[src/rtl/sumador_pkg.sv]
// Shared types and helpers for the digit-serial adder/subtractor.
package sumador_pkg;

  typedef enum logic [1:0] {
    IDLE = 2'd0,
    CALC = 2'd1,
    HOLD = 2'd2
  } state_e;

  localparam logic MODO_SUMA  = 1'b0;
  localparam logic MODO_RESTA = 1'b1;

  // Width needed to count 0..value-1; never returns less than 1.
  function automatic int unsigned clog2(input int unsigned value);
    int unsigned r;
    r = 0;
    while ((32'd1 << r) < value) r++;
    if (r == 0) r = 1;
    return r;
  endfunction

endpackage

[src/rtl/sumador_serie_param_if.sv]
// Operand/result handshake bundle for sumador_serie_param.
interface sumador_serie_param_if
  import sumador_pkg::*;
#(
  parameter int unsigned WIDTH = 8
);
  logic             valid_in;
  logic             ready_in;
  logic [WIDTH-1:0] A;
  logic [WIDTH-1:0] B;
  logic             Cin;
  logic             resta;
  logic             valid_out;
  logic             ready_out;
  logic [WIDTH-1:0] S;
  logic             Cout;
  logic             V;

  modport master (
    output valid_in, A, B, Cin, resta, ready_out,
    input  ready_in, valid_out, S, Cout, V
  );

  modport slave (
    input  valid_in, A, B, Cin, resta, ready_out,
    output ready_in, valid_out, S, Cout, V
  );
endinterface

[src/rtl/sumador_digito.sv]
// Combinational DIGIT-bit ripple-carry slice; also exposes the carry into its top bit.
module sumador_digito
  import sumador_pkg::*;
#(
  parameter int unsigned DIGIT = 2
) (
  input  logic [DIGIT-1:0] a,
  input  logic [DIGIT-1:0] b,
  input  logic             cin,
  output logic [DIGIT-1:0] sum,
  output logic             cout,
  output logic             c_top
);
  logic [DIGIT:0] c;

  assign c[0] = cin;

  for (genvar i = 0; i < DIGIT; i++) begin : g_fa
    assign sum[i]  = a[i] ^ b[i] ^ c[i];
    assign c[i+1]  = (a[i] & b[i]) | (c[i] & (a[i] ^ b[i]));
  end

  assign cout  = c[DIGIT];
  assign c_top = c[DIGIT-1];
endmodule

[src/rtl/sumador_serie_param.sv]
// Digit-serial adder/subtractor with valid/ready handshake, LSD first.
// Define SUMADOR_SATURACION_EN to saturate S to the signed limit on overflow.
module sumador_serie_param
  import sumador_pkg::*;
#(
  parameter int unsigned WIDTH = 8,
  parameter int unsigned DIGIT = 2
) (
  input logic                 clk,
  input logic                 rst,
  sumador_serie_param_if.slave bus
);
  localparam int unsigned N    = WIDTH / DIGIT;
  localparam int unsigned CntW = clog2(N);
  localparam logic [CntW-1:0] LastCnt = CntW'(N - 1);

  if (WIDTH < 2 || DIGIT < 1 || DIGIT > WIDTH || (WIDTH % DIGIT) != 0) begin : g_param_err
    $error("sumador_serie_param: invalid WIDTH/DIGIT combination");
  end

  state_e           state_q, state_d;
  logic [CntW-1:0]  cnt_q, cnt_d;
  logic [WIDTH-1:0] a_q, a_d;
  logic [WIDTH-1:0] b_q, b_d;
  logic [WIDTH-1:0] s_q, s_d;
  logic             carry_q, carry_d;
  logic             cout_q, cout_d;
  logic             v_q, v_d;

  logic [DIGIT-1:0]       dig_sum;
  logic                   dig_cout;
  logic                   dig_ctop;
  logic [WIDTH+DIGIT-1:0] s_cat;

  sumador_digito #(
    .DIGIT(DIGIT)
  ) u_digito (
    .a    (a_q[DIGIT-1:0]),
    .b    (b_q[DIGIT-1:0]),
    .cin  (carry_q),
    .sum  (dig_sum),
    .cout (dig_cout),
    .c_top(dig_ctop)
  );

  // New digit enters at the top; after N shifts the result is aligned.
  assign s_cat = {dig_sum, s_q};

`ifdef SUMADOR_SATURACION_EN
  logic msb_a_q, msb_a_d;
`endif

  always_comb begin
    state_d = state_q;
    cnt_d   = cnt_q;
    a_d     = a_q;
    b_d     = b_q;
    s_d     = s_q;
    carry_d = carry_q;
    cout_d  = cout_q;
    v_d     = v_q;
`ifdef SUMADOR_SATURACION_EN
    msb_a_d = msb_a_q;
`endif
    unique case (state_q)
      IDLE: begin
        if (bus.valid_in) begin
          a_d     = bus.A;
          b_d     = (bus.resta == MODO_RESTA) ? ~bus.B : bus.B;
          carry_d = (bus.resta == MODO_RESTA) ? 1'b1 : bus.Cin;
          cnt_d   = '0;
          state_d = CALC;
`ifdef SUMADOR_SATURACION_EN
          msb_a_d = bus.A[WIDTH-1];
`endif
        end
      end
      CALC: begin
        a_d     = a_q >> DIGIT;
        b_d     = b_q >> DIGIT;
        s_d     = s_cat[WIDTH+DIGIT-1:DIGIT];
        carry_d = dig_cout;
        cnt_d   = cnt_q + 1'b1;
        if (cnt_q == LastCnt) begin
          cout_d  = dig_cout;
          v_d     = dig_ctop ^ dig_cout;
          state_d = HOLD;
`ifdef SUMADOR_SATURACION_EN
          // On overflow both operand MSBs agree, so A's MSB picks the limit.
          if (dig_ctop ^ dig_cout) begin
            s_d = msb_a_q ? {1'b1, {(WIDTH-1){1'b0}}} : {1'b0, {(WIDTH-1){1'b1}}};
          end
`endif
        end
      end
      HOLD: begin
        if (bus.ready_out) state_d = IDLE;
      end
      default: state_d = IDLE;
    endcase
  end

  always_ff @(posedge clk) begin
    if (rst) begin
      state_q <= IDLE;
      cnt_q   <= '0;
      a_q     <= '0;
      b_q     <= '0;
      s_q     <= '0;
      carry_q <= 1'b0;
      cout_q  <= 1'b0;
      v_q     <= 1'b0;
    end else begin
      state_q <= state_d;
      cnt_q   <= cnt_d;
      a_q     <= a_d;
      b_q     <= b_d;
      s_q     <= s_d;
      carry_q <= carry_d;
      cout_q  <= cout_d;
      v_q     <= v_d;
    end
  end

`ifdef SUMADOR_SATURACION_EN
  always_ff @(posedge clk) begin
    if (rst) msb_a_q <= 1'b0;
    else     msb_a_q <= msb_a_d;
  end
`endif

  assign bus.ready_in  = (state_q == IDLE);
  assign bus.valid_out = (state_q == HOLD);
  assign bus.S         = s_q;
  assign bus.Cout      = cout_q;
  assign bus.V         = v_q;
endmodule

[src/flat_wrapper.sv]
// flat-port wrapper written by rule: the top's interface ports become plain ports
module sumador_serie_param_flat import sumador_pkg::*;
#(
  parameter int unsigned WIDTH = 8,
  parameter int unsigned DIGIT = 2
)
  (clk, rst, bus_valid_in, bus_A, bus_B, bus_Cin, bus_resta, bus_ready_out, bus_ready_in, bus_valid_out, bus_S, bus_Cout, bus_V);
  sumador_serie_param_if #(.WIDTH(WIDTH)) bus_i ();
  input logic clk;
  input logic rst;
  input wire logic [$bits(bus_i.valid_in)-1:0] bus_valid_in;
  input wire logic [$bits(bus_i.A)-1:0] bus_A;
  input wire logic [$bits(bus_i.B)-1:0] bus_B;
  input wire logic [$bits(bus_i.Cin)-1:0] bus_Cin;
  input wire logic [$bits(bus_i.resta)-1:0] bus_resta;
  input wire logic [$bits(bus_i.ready_out)-1:0] bus_ready_out;
  output wire logic [$bits(bus_i.ready_in)-1:0] bus_ready_in;
  output wire logic [$bits(bus_i.valid_out)-1:0] bus_valid_out;
  output wire logic [$bits(bus_i.S)-1:0] bus_S;
  output wire logic [$bits(bus_i.Cout)-1:0] bus_Cout;
  output wire logic [$bits(bus_i.V)-1:0] bus_V;
  assign bus_i.valid_in = bus_valid_in;
  assign bus_i.A = bus_A;
  assign bus_i.B = bus_B;
  assign bus_i.Cin = bus_Cin;
  assign bus_i.resta = bus_resta;
  assign bus_i.ready_out = bus_ready_out;
  assign bus_ready_in = bus_i.ready_in;
  assign bus_valid_out = bus_i.valid_out;
  assign bus_S = bus_i.S;
  assign bus_Cout = bus_i.Cout;
  assign bus_V = bus_i.V;
  sumador_serie_param #(.WIDTH(WIDTH), .DIGIT(DIGIT)) u_core (.clk(clk), .rst(rst), .bus(bus_i));
endmodule
[config.mk]
export PLATFORM = sky130hd
export DESIGN_NAME = sumador_serie_param_flat
export DESIGN_NICKNAME = d
export VERILOG_FILES = /design/src/rtl/sumador_pkg.sv /design/src/rtl/sumador_serie_param_if.sv /design/src/rtl/sumador_digito.sv /design/src/rtl/sumador_serie_param.sv /design/src/flat_wrapper.sv
export SDC_FILE = /design/constraint.sdc
export NUM_CORES = 1
export LEC_CHECK = 0
export BUFFER_PORTS_ARGS = -buffer_cell sky130_fd_sc_hd__buf_2
export CAP_MARGIN = 20
export CORE_UTILIZATION = 40
export DETAILED_ROUTE_END_ITERATION = 6
export GPL_ROUTABILITY_DRIVEN = 1
export PLACE_DENSITY = 0.71
export SLEW_MARGIN = 10
export SYNTH_ARGS = -nofsm -noshare
export SYNTH_HDL_FRONTEND = slang
export SYNTH_SLANG_ARGS = --single-unit
[constraint.sdc]
create_clock -name clk -period 5.2 [get_ports clk]
set_clock_uncertainty 0.2 [all_clocks]
set_input_delay 1.04 -clock clk [delete_from_list [all_inputs] [get_ports clk]]
set_output_delay 1.04 -clock clk [all_outputs]
set_load 0.03 [all_outputs]
* After elaboration in Yosys (flattened, before gate mapping)
Cells that the tools add are included.
Word-level totals: bits in registers 31, input port bits 22, output and inout bits 12, logic and storage cells 46
Cells by class: $add $sub $neg 1, equality and inequality tests 6, muxes and demuxes 14, bitwise operators 12, reduce and logical (&&, ||, !) cells 5
Operator list (number):
- 8-bit case mux with 2 select lines | 2
- 8-bit 2-to-1 mux | 3
- 2-bit 2-to-1 mux | 4
- 8-bit inverter | 1
- 2-bit case mux with 3 select lines | 1
- 1-bit bitwise XOR | 5
- 1-bit bitwise AND | 4
- 2-bit equality test, second input constant | 2
- 2-bit != test, second input constant | 2
- 2-bit case mux with 2 select lines | 1
- 2-bit AND reduction | 2
- 3-bit AND reduction | 1
- 2-bit by 1-bit adder with 2-bit output, second input constant | 1
- 2-bit by 1-bit equality test with 1-bit output, second input constant | 1
- 2-bit logical NOT | 1
- 1-bit 2-to-1 mux | 2
- 2-bit by 1-bit != test with 1-bit output, second input constant | 1
- 1-bit OR | 2
- 1-bit case mux with 2 select lines | 1
- 2-bit nonzero test | 1

* Depth between registers and ports, before layout
Gate-level depths: netlist of run 1.
word-level depth 6, mapped depth 6, mapped depth without buffers 6

* By module
From an unflattened synthesis of run 1, not the netlist that was laid out.
Second synthesis, totals: cells, all modules 164, area, all modules 1423.9 µm²
By module, submodules not included:
- sumador_serie_param | instances 1, cells an instance 162, area an instance 1383.8 µm²
- sumador_digito | instances 1, cells an instance 2, area an instance 40.0 µm²

* Least setup slack after synthesis of run 1
No wires, ideal clock.
path kind register to output, start reg u_core.state_q[0], end out bus_ready_in, data arrival time 0.961 ns, required time 3.960 ns, path slack 2.999 ns, cell stages (with the launch flop) 4, path buffers 2, cells stage by stage dfxtp_1 buf_6 buf_6 nor2_1
On the way: longest elaborated chain between the ends 1
RTL lines:
- start, declared | RTL line sumador_serie_param.sv:21 | state_e state_q, state_d;
- start signal, assigned | RTL line sumador_serie_param.sv:114 | state_q <= state_d;
- 2-bit logical NOT | RTL line sumador_serie_param.sv:132 | assign bus.ready_in = (state_q == IDLE);
- end, declared | RTL line flat_wrapper.sv:17 | output wire logic [$bits(bus_i.ready_in)-1:0] bus_ready_in;
Every way passes these cells.

* Final worst setup path of run 1
start reg u_core.state_q[0], end out bus_valid_out
On the way: longest elaborated chain between the ends 1
RTL lines:
- 2-bit equality test | RTL line sumador_serie_param.sv:133 | assign bus.valid_out = (state_q == HOLD);
- end, declared | RTL line flat_wrapper.sv:18 | output wire logic [$bits(bus_i.valid_out)-1:0] bus_valid_out;
Every way passes these cells.

==> run summary, run 1 <==
==================================================================================
Area contributors post-synth                                          sky130_fd_sc_hd__dfxtp_1, sky130_fd_sc_hd__a22oi_1, sky130_fd_sc_hd__a21oi_1, sky130_fd_sc_hd__xnor2_1, sky130_fd_sc_hd__buf_6
Maximum number of pins on one net before global-route repair                    33
Synth Area in Simple Gates                                                   19.1%
Post-CTS Hold Buffers                                                            0
Core Footprint                                                          3420 sq um
Root buffer cell                                                      sky130_fd_sc_hd__clkbuf_4
Signed area change from the synthesized netlist to the final layout          15.8%
Nature of the critical path endpoint                                    output pin
Most area-hungry cell type in the Yosys netlist                       sky130_fd_sc_hd__dfxtp_1
Buffers inserted by post-CTS timing repair                                       0
Data required time of the worst path                                       3960 ps
Final core utilization                                                       49.4%
Average instance area after synthesis                                   9.40 sq um
Average wire per cell in the routed design                                 12.0 um
Worst hold slack after final layout                                         262 ps
Worst Min Path Start                                                  u_core.bus.S[6]
Final period utilization                                                     54.6%
Post-synthesis instance area                                            1460 sq um
Detailed-router iteration count before antenna repair                            4
Reg-to-reg setup timing slack                                              2880 ps
Cell count of the worst reg-to-reg path                                          4
Final routed DRC violation total                                                 0
Ant. Diodes                                                                      0
Crit path cell chain                                                  and2b_1 > buf_2
Unrepaired setup endpoints after global routing                                 no
Aggregate negative setup slack                                                0 ps
Worst reg2reg endpoint                                                u_core.bus.V
Filler Cell Count                                                              364
VDD IR-drop max                                                         0.000172 V
Vias in the first global route                                                1115
Dominant combinational cell family by area after synthesis            compound AO/OA/AOI/OAI gates
Final critical delay including setup and external delays                   2840 ps
Clk pin slew, worst setup/hold paths                                        100 ps
HPWL after detailed placement                                              1.92 mm
Level count of the clock H-tree                                                  2
Number of clock sinks                                                           31
Share of the yosys chip area belonging to registers                          42.6%
Total number of placement rows                                                  21
Starting density of the core                                                 42.6%
Biggest fanout along the worst timing path                                      20
Hold Path Stages                                                                 2
Most used cells in the layout excluding fill and tap cells            sky130_fd_sc_hd__buf_2, sky130_fd_sc_hd__dfxtp_1, sky130_fd_sc_hd__a21oi_1
Input/output buffers                                                            33
Launch instance of the worst register-to-register path                u_core.state_q[0]
Result of the run                                                        completed
Number of failing hold endpoints at the final stage                              0
Total clock buffers created by CTS                                               5
Post-synth net total                                                           180
Final-stage net count                                                          210
Adder-cell share of the synthesized area                                     3.61%
Clk Latency, worst-skew pair                                                330 ps
Number of antenna violations at the first check in global routing                0
Die Y-Extent                                                               62.3 um
Inst Count DP                                                                  224
Yosys warnings                                                                   0
Post-Synth XOR/XNOR Area                                                     5.41%
Final count of pins violating max slew                                           0
Final setup violation count                                                      0
Total I/O pin count                                                             34
Pin slew with the least headroom to its limit                               729 ps
Detailed Route Iter0 Violations                                                 81
Destination of the worst hold path                                    u_core.bus.S[4]
Total of flip-flops plus latches after synthesis                                31
Category of the most critical setup path                              register to output pin
Antenna violation net count after detailed routing                               0
Share of synthesized area spent on multiplexers                             0.687%
Relative max-transition margin                                               51.4%
Average vias per placed instance                                              4.95
Final Non-Filler Cells                                                         232
Worst min-delay path category                                         register to register
Clock tree buffer depth                                                          2
TritonCTS clock tree                                                         built
Via total after detailed routing                                              1149
P_leak                                                                    0.675 nW
Synthesized netlist cell count                                                 155
Final Routed Wirelength                                                    2.78 mm
Max-cap violation count                                                          0
Category of the worst setup path launch point                             register
Slowest stage cell on the critical path                               sky130_fd_sc_hd__dfxtp_1
CP peak stage delay                                                         810 ps
Cell area power density                                                321 nW/um^2
Width of the die                                                           62.3 um
Total design power                                                        0.542 mW
Layout cell share with drive strength beyond 1                               26.3%
CP Data Arrival Time                                                       1600 ps
Overall routing resource usage                                               15.8%
First-pass GRT wire length                                                 4.86 mm
Commonest non-fill, non-tap cell in the layout                        sky130_fd_sc_hd__buf_2
Compound-cell area share of the yosys netlist                                20.9%
Remaining global-route overflow                                                  0
Share of Yosys cell area claimed by the top area cell type                   42.6%
Synth unique cells                                                              32
Die area                                                                3890 sq um
Number of gates resized after CTS                                                0
Achievable frequency                                                     0.352 GHz
Final estimated routing congestion in global placement                       0.748
==================================================================================
sequential cells by signal (all words and copies together) (netlist names):
name / cells
u_core.b_q: 8
u_core.state_q: 2
u_core.bus.V: 1
u_core.bus.S: 8
u_core.bus.Cout: 1
u_core.a_q: 8
u_core.cnt_q: 2
u_core.carry_q: 1
layout make-up:
class	count	area, sq um	area share [%]
inverters	7	26.3	1.56
clock buffers	6	51.3	3.04
multi-input cells	106	723	42.9
repair buffers	34	173	10.2
well taps	46	57.6	3.41
clock inverters	2	35.0	2.08
flip-flops and latches	31	621	36.8
through the flow:
stage | area [sq um] | setup WS, ps
floorplan | 1460 | 3000
global placement | 1600 | 2760
detailed placement | 1600 | 2740
CTS | 1690 | 2360
global route | 1690 | 2260
finish | 1690 | 2360
per-layer routing:
layer  global-route usage (%)  vias up  part of all wire [%]  wire length, um
met4                     6.98        0                   1.0               29
met3                     4.04        6                   4.9              135
met1                     19.6      518                    48             1320
met5                        0        -                     0                0
met2                     25.7       29                    46             1290
li1                         -      596                     -                -
power by group:
group	total [mW]	leakage, nW	internal (mW)	switching (mW)
clock network	0.196	0.0482	0.114	0.0828
logic	0.0824	0.372	0.0367	0.0457
registers	0.263	0.254	0.252	0.0110
total	0.542	0.675	0.403	0.140
cell families after synthesis:
kind of cell               Yosys count
AOI/OAI and AO/OA                   43
buffers and inverters               18
and+or+nand+nor                     50
muxes                                1
DFF                                 31
adders and majority gates            3
xor gates and xnor gates             9
synth_stat cells:
cell type,n
sky130_fd_sc_hd__nor2b_1,1
sky130_fd_sc_hd__a211oi_2,1
sky130_fd_sc_hd__fa_1,2
sky130_fd_sc_hd__a311oi_1,2
sky130_fd_sc_hd__nor3b_4,1
sky130_fd_sc_hd__buf_6,5
sky130_fd_sc_hd__buf_4,1
sky130_fd_sc_hd__dfxtp_1,31
sky130_fd_sc_hd__inv_1,7
sky130_fd_sc_hd__or3b_1,6
sky130_fd_sc_hd__ha_1,1
sky130_fd_sc_hd__o21bai_4,1
sky130_fd_sc_hd__and2b_1,1
sky130_fd_sc_hd__clkbuf_1,2
sky130_fd_sc_hd__xor2_1,2
sky130_fd_sc_hd__nand2b_4,1
sky130_fd_sc_hd__nand2b_1,6
sky130_fd_sc_hd__mux2i_1,1
sky130_fd_sc_hd__xnor2_1,7
sky130_fd_sc_hd__o22ai_2,1
sky130_fd_sc_hd__o311ai_1,1
sky130_fd_sc_hd__o21ba_2,1
sky130_fd_sc_hd__nand2b_2,1
sky130_fd_sc_hd__buf_2,3
sky130_fd_sc_hd__nor3_1,4
sky130_fd_sc_hd__o22ai_1,5
sky130_fd_sc_hd__nor2_1,15
sky130_fd_sc_hd__a22oi_1,12
sky130_fd_sc_hd__a211oi_1,3
sky130_fd_sc_hd__a21oi_1,16
sky130_fd_sc_hd__nand2_1,13
sky130_fd_sc_hd__nand3b_1,1
how the worst max path moves through the flow:
stage	startpoint	to	slack, ps	depth (start not counted)
after floorplan	u_core.state_q[0]	bus_ready_in	3000	3
after global routing	u_core.state_q[0]	bus_valid_out	2260	2
final	u_core.state_q[0]	bus_valid_out	2360	2
after CTS	u_core.state_q[0]	bus_valid_out	2360	2
after detailed placement	u_core.state_q[0]	bus_valid_out	2740	2
after global placement	u_core.state_q[0]	bus_valid_out	2760	2
worst max-delay path: cells and delay by family (launching register included):
kind	cells	cell delay (ps)
AND/OR/NAND/NOR	1	280
flip-flops	1	810
buffers and inverters	1	180
Power figures use the tool's default switching activity.
==> run 2: changes to the inputs <==
PLACE_DENSITY = 0.74   (was 0.71)
clock period = 2.4 ns   (was 5.2 ns; I/O delays follow)
==> run 2 against run 1 <==
Net effect: sequential power up 120%; combinational power rose by 120%; sequential share of layout area decreased by 0.32 points; register-to-register slack got worse by 2500 ps; largest power group unchanged.
==> run summary, run 2 (synthesized netlist as in run 1, its figures left out) <==
==================================================================================
Via total after detailed routing                                              1158   +0.78%
Final Routed Wirelength                                                    2.71 mm   -2.4%
VDD IR-drop max                                                         0.000404 V   +130%
Result of the run                                                        completed
Remaining global-route overflow                                                  0   unchanged
Total I/O pin count                                                             34   unchanged
Overall routing resource usage                                               16.1%   +0.35 points
Worst min-delay path category                                         input pin to register
Post-route worst setup slack                                                315 ps   -2050 ps
Number of gates resized after CTS                                                0   unchanged
Final setup violation count                                                      0   unchanged
Die Y-Extent                                                               62.3 um   unchanged
Ant. Diodes                                                                      0   unchanged
Most used cells in the layout excluding fill and tap cells            sky130_fd_sc_hd__buf_2, sky130_fd_sc_hd__dfxtp_1, sky130_fd_sc_hd__a21oi_1
Achievable frequency                                                     0.480 GHz
Level count of the clock H-tree                                                  2   unchanged
Final critical delay including setup and external delays                   2090 ps
Unrepaired setup endpoints after global routing                                 no
Category of the most critical setup path                              register to output pin
Average vias per placed instance                                              4.95   about the same
Post-Place Setup Slack                                                      411 ps   -2330 ps
Post-CTS Hold Buffers                                                            0   unchanged
Root buffer cell                                                      sky130_fd_sc_hd__clkbuf_4
Input/output buffers                                                            33   unchanged
Relative max-transition margin                                               69.4%   +18 points
Final estimated routing congestion in global placement                       0.744   -0.61%
Total clock buffers created by CTS                                               5   unchanged
Commonest non-fill, non-tap cell in the layout                        sky130_fd_sc_hd__buf_2
Nature of the critical path endpoint                                    output pin
Final core utilization                                                       49.8%   +0.44 points
HPWL after detailed placement                                              1.87 mm   -2.1%
Final routed DRC violation total                                                 0   unchanged
TritonCTS clock tree                                                         built
Final period utilization                                                     86.9%
Buffers inserted by post-CTS timing repair                                       0   unchanged
Die area                                                                3890 sq um   unchanged
CP Data Arrival Time                                                       1410 ps   -190 ps
Width of the die                                                           62.3 um   unchanged
Max-cap violation count                                                          0   unchanged
Number of clock sinks                                                           31   unchanged
Cell area power density                                                694 nW/um^2   +120%
Maximum number of pins on one net before global-route repair                    26   -21%
First-pass GRT wire length                                                 4.75 mm   -2.3%
Antenna violation net count after detailed routing                               0   unchanged
Detailed Route Iter0 Violations                                                 47   -42%
Average wire per cell in the routed design                                 11.6 um   -3.2%
Pin slew with the least headroom to its limit                               459 ps   -270 ps
Vias in the first global route                                                1048   -6.0%
Layout cell share with drive strength beyond 1                               27.1%   +0.78 points
Clk pin slew, worst setup/hold paths                                        100 ps   about the same
Final-stage net count                                                          212   +0.95%
Aggregate negative setup slack                                                0 ps   unchanged
Number of failing hold endpoints at the final stage                              0   unchanged
Total design power                                                         1.18 mW   +120%
Final count of pins violating max slew                                           0   unchanged
P_leak                                                                    0.685 nW   +1.5%
Total number of placement rows                                                  21   unchanged
Clock tree buffer depth                                                          2   unchanged
Data required time of the worst path                                       1720 ps   -2240 ps
Clk Latency, worst-skew pair                                                340 ps   about the same
Category of the worst setup path launch point                             register
Biggest fanout along the worst timing path                                      12   -40%
Worst hold slack after final layout                                         173 ps   -88.6 ps
Number of antenna violations at the first check in global routing                0   unchanged
Signed area change from the synthesized netlist to the final layout          16.8%
Detailed-router iteration count before antenna repair                            4   unchanged
Core Footprint                                                          3420 sq um   unchanged
Starting density of the core                                                 42.6%   unchanged
==================================================================================
-- run 2: stage by stage --
stage | cell area, sq um | std cells
6_report | 1700 | 234
5_1_grt | 1700 | 234
4_1_cts | 1700 | 234
3_5_place_dp | 1620 | 226
3_3_place_gp | 1620 | 226
2_1_floorplan | 1460 | 155
-- run 2: worst paths after layout --
| path | slack [ps] | start | end | cells past startpoint |
|---|---|---|---|---|
| max | 310 | u_core.state_q[0] | bus_ready_in | 3 |
| min | 170 | bus_A[7] | u_core.a_q[7] | 3 |
| max reg2reg | 410 | u_core.carry_q | u_core.bus.V | 5 |
| min reg2reg | 260 | u_core.bus.S[0] | u_core.bus.S[0] | 2 |
-- run 2: cell type report --
class / instances / area [sq um]
clock buffer: 6 / 51.3
clock inverter: 2 / 35.0
fill: 343 / 1710
inverter: 7 / 26.3
multi-input combinational: 106 / 723
sequential: 31 / 621
tap: 46 / 57.6
timing repair buffer: 36 / 188
-- run 2: worst max-delay path, stage by stage (launching register included) --
cell and delay, ps:
sky130_fd_sc_hd__dfxtp_1 580, sky130_fd_sc_hd__buf_4 240, sky130_fd_sc_hd__nor2_1 50, sky130_fd_sc_hd__buf_2 190
-- run 2: routing by layer --
layer	global-route usage, %	routed length [um]	vias to the layer above
li1	-	-	603
met1	20.0	1340	524
met2	24.0	1180	25
met3	6.25	136	6
met4	8.72	64	0
met5	0	0	-
-- run 2: where the power goes --
group          total [mW]  internal (mW)  switching (mW)
clock               0.429          0.246           0.183
combinational       0.185         0.0818           0.103
sequential          0.566          0.547          0.0196
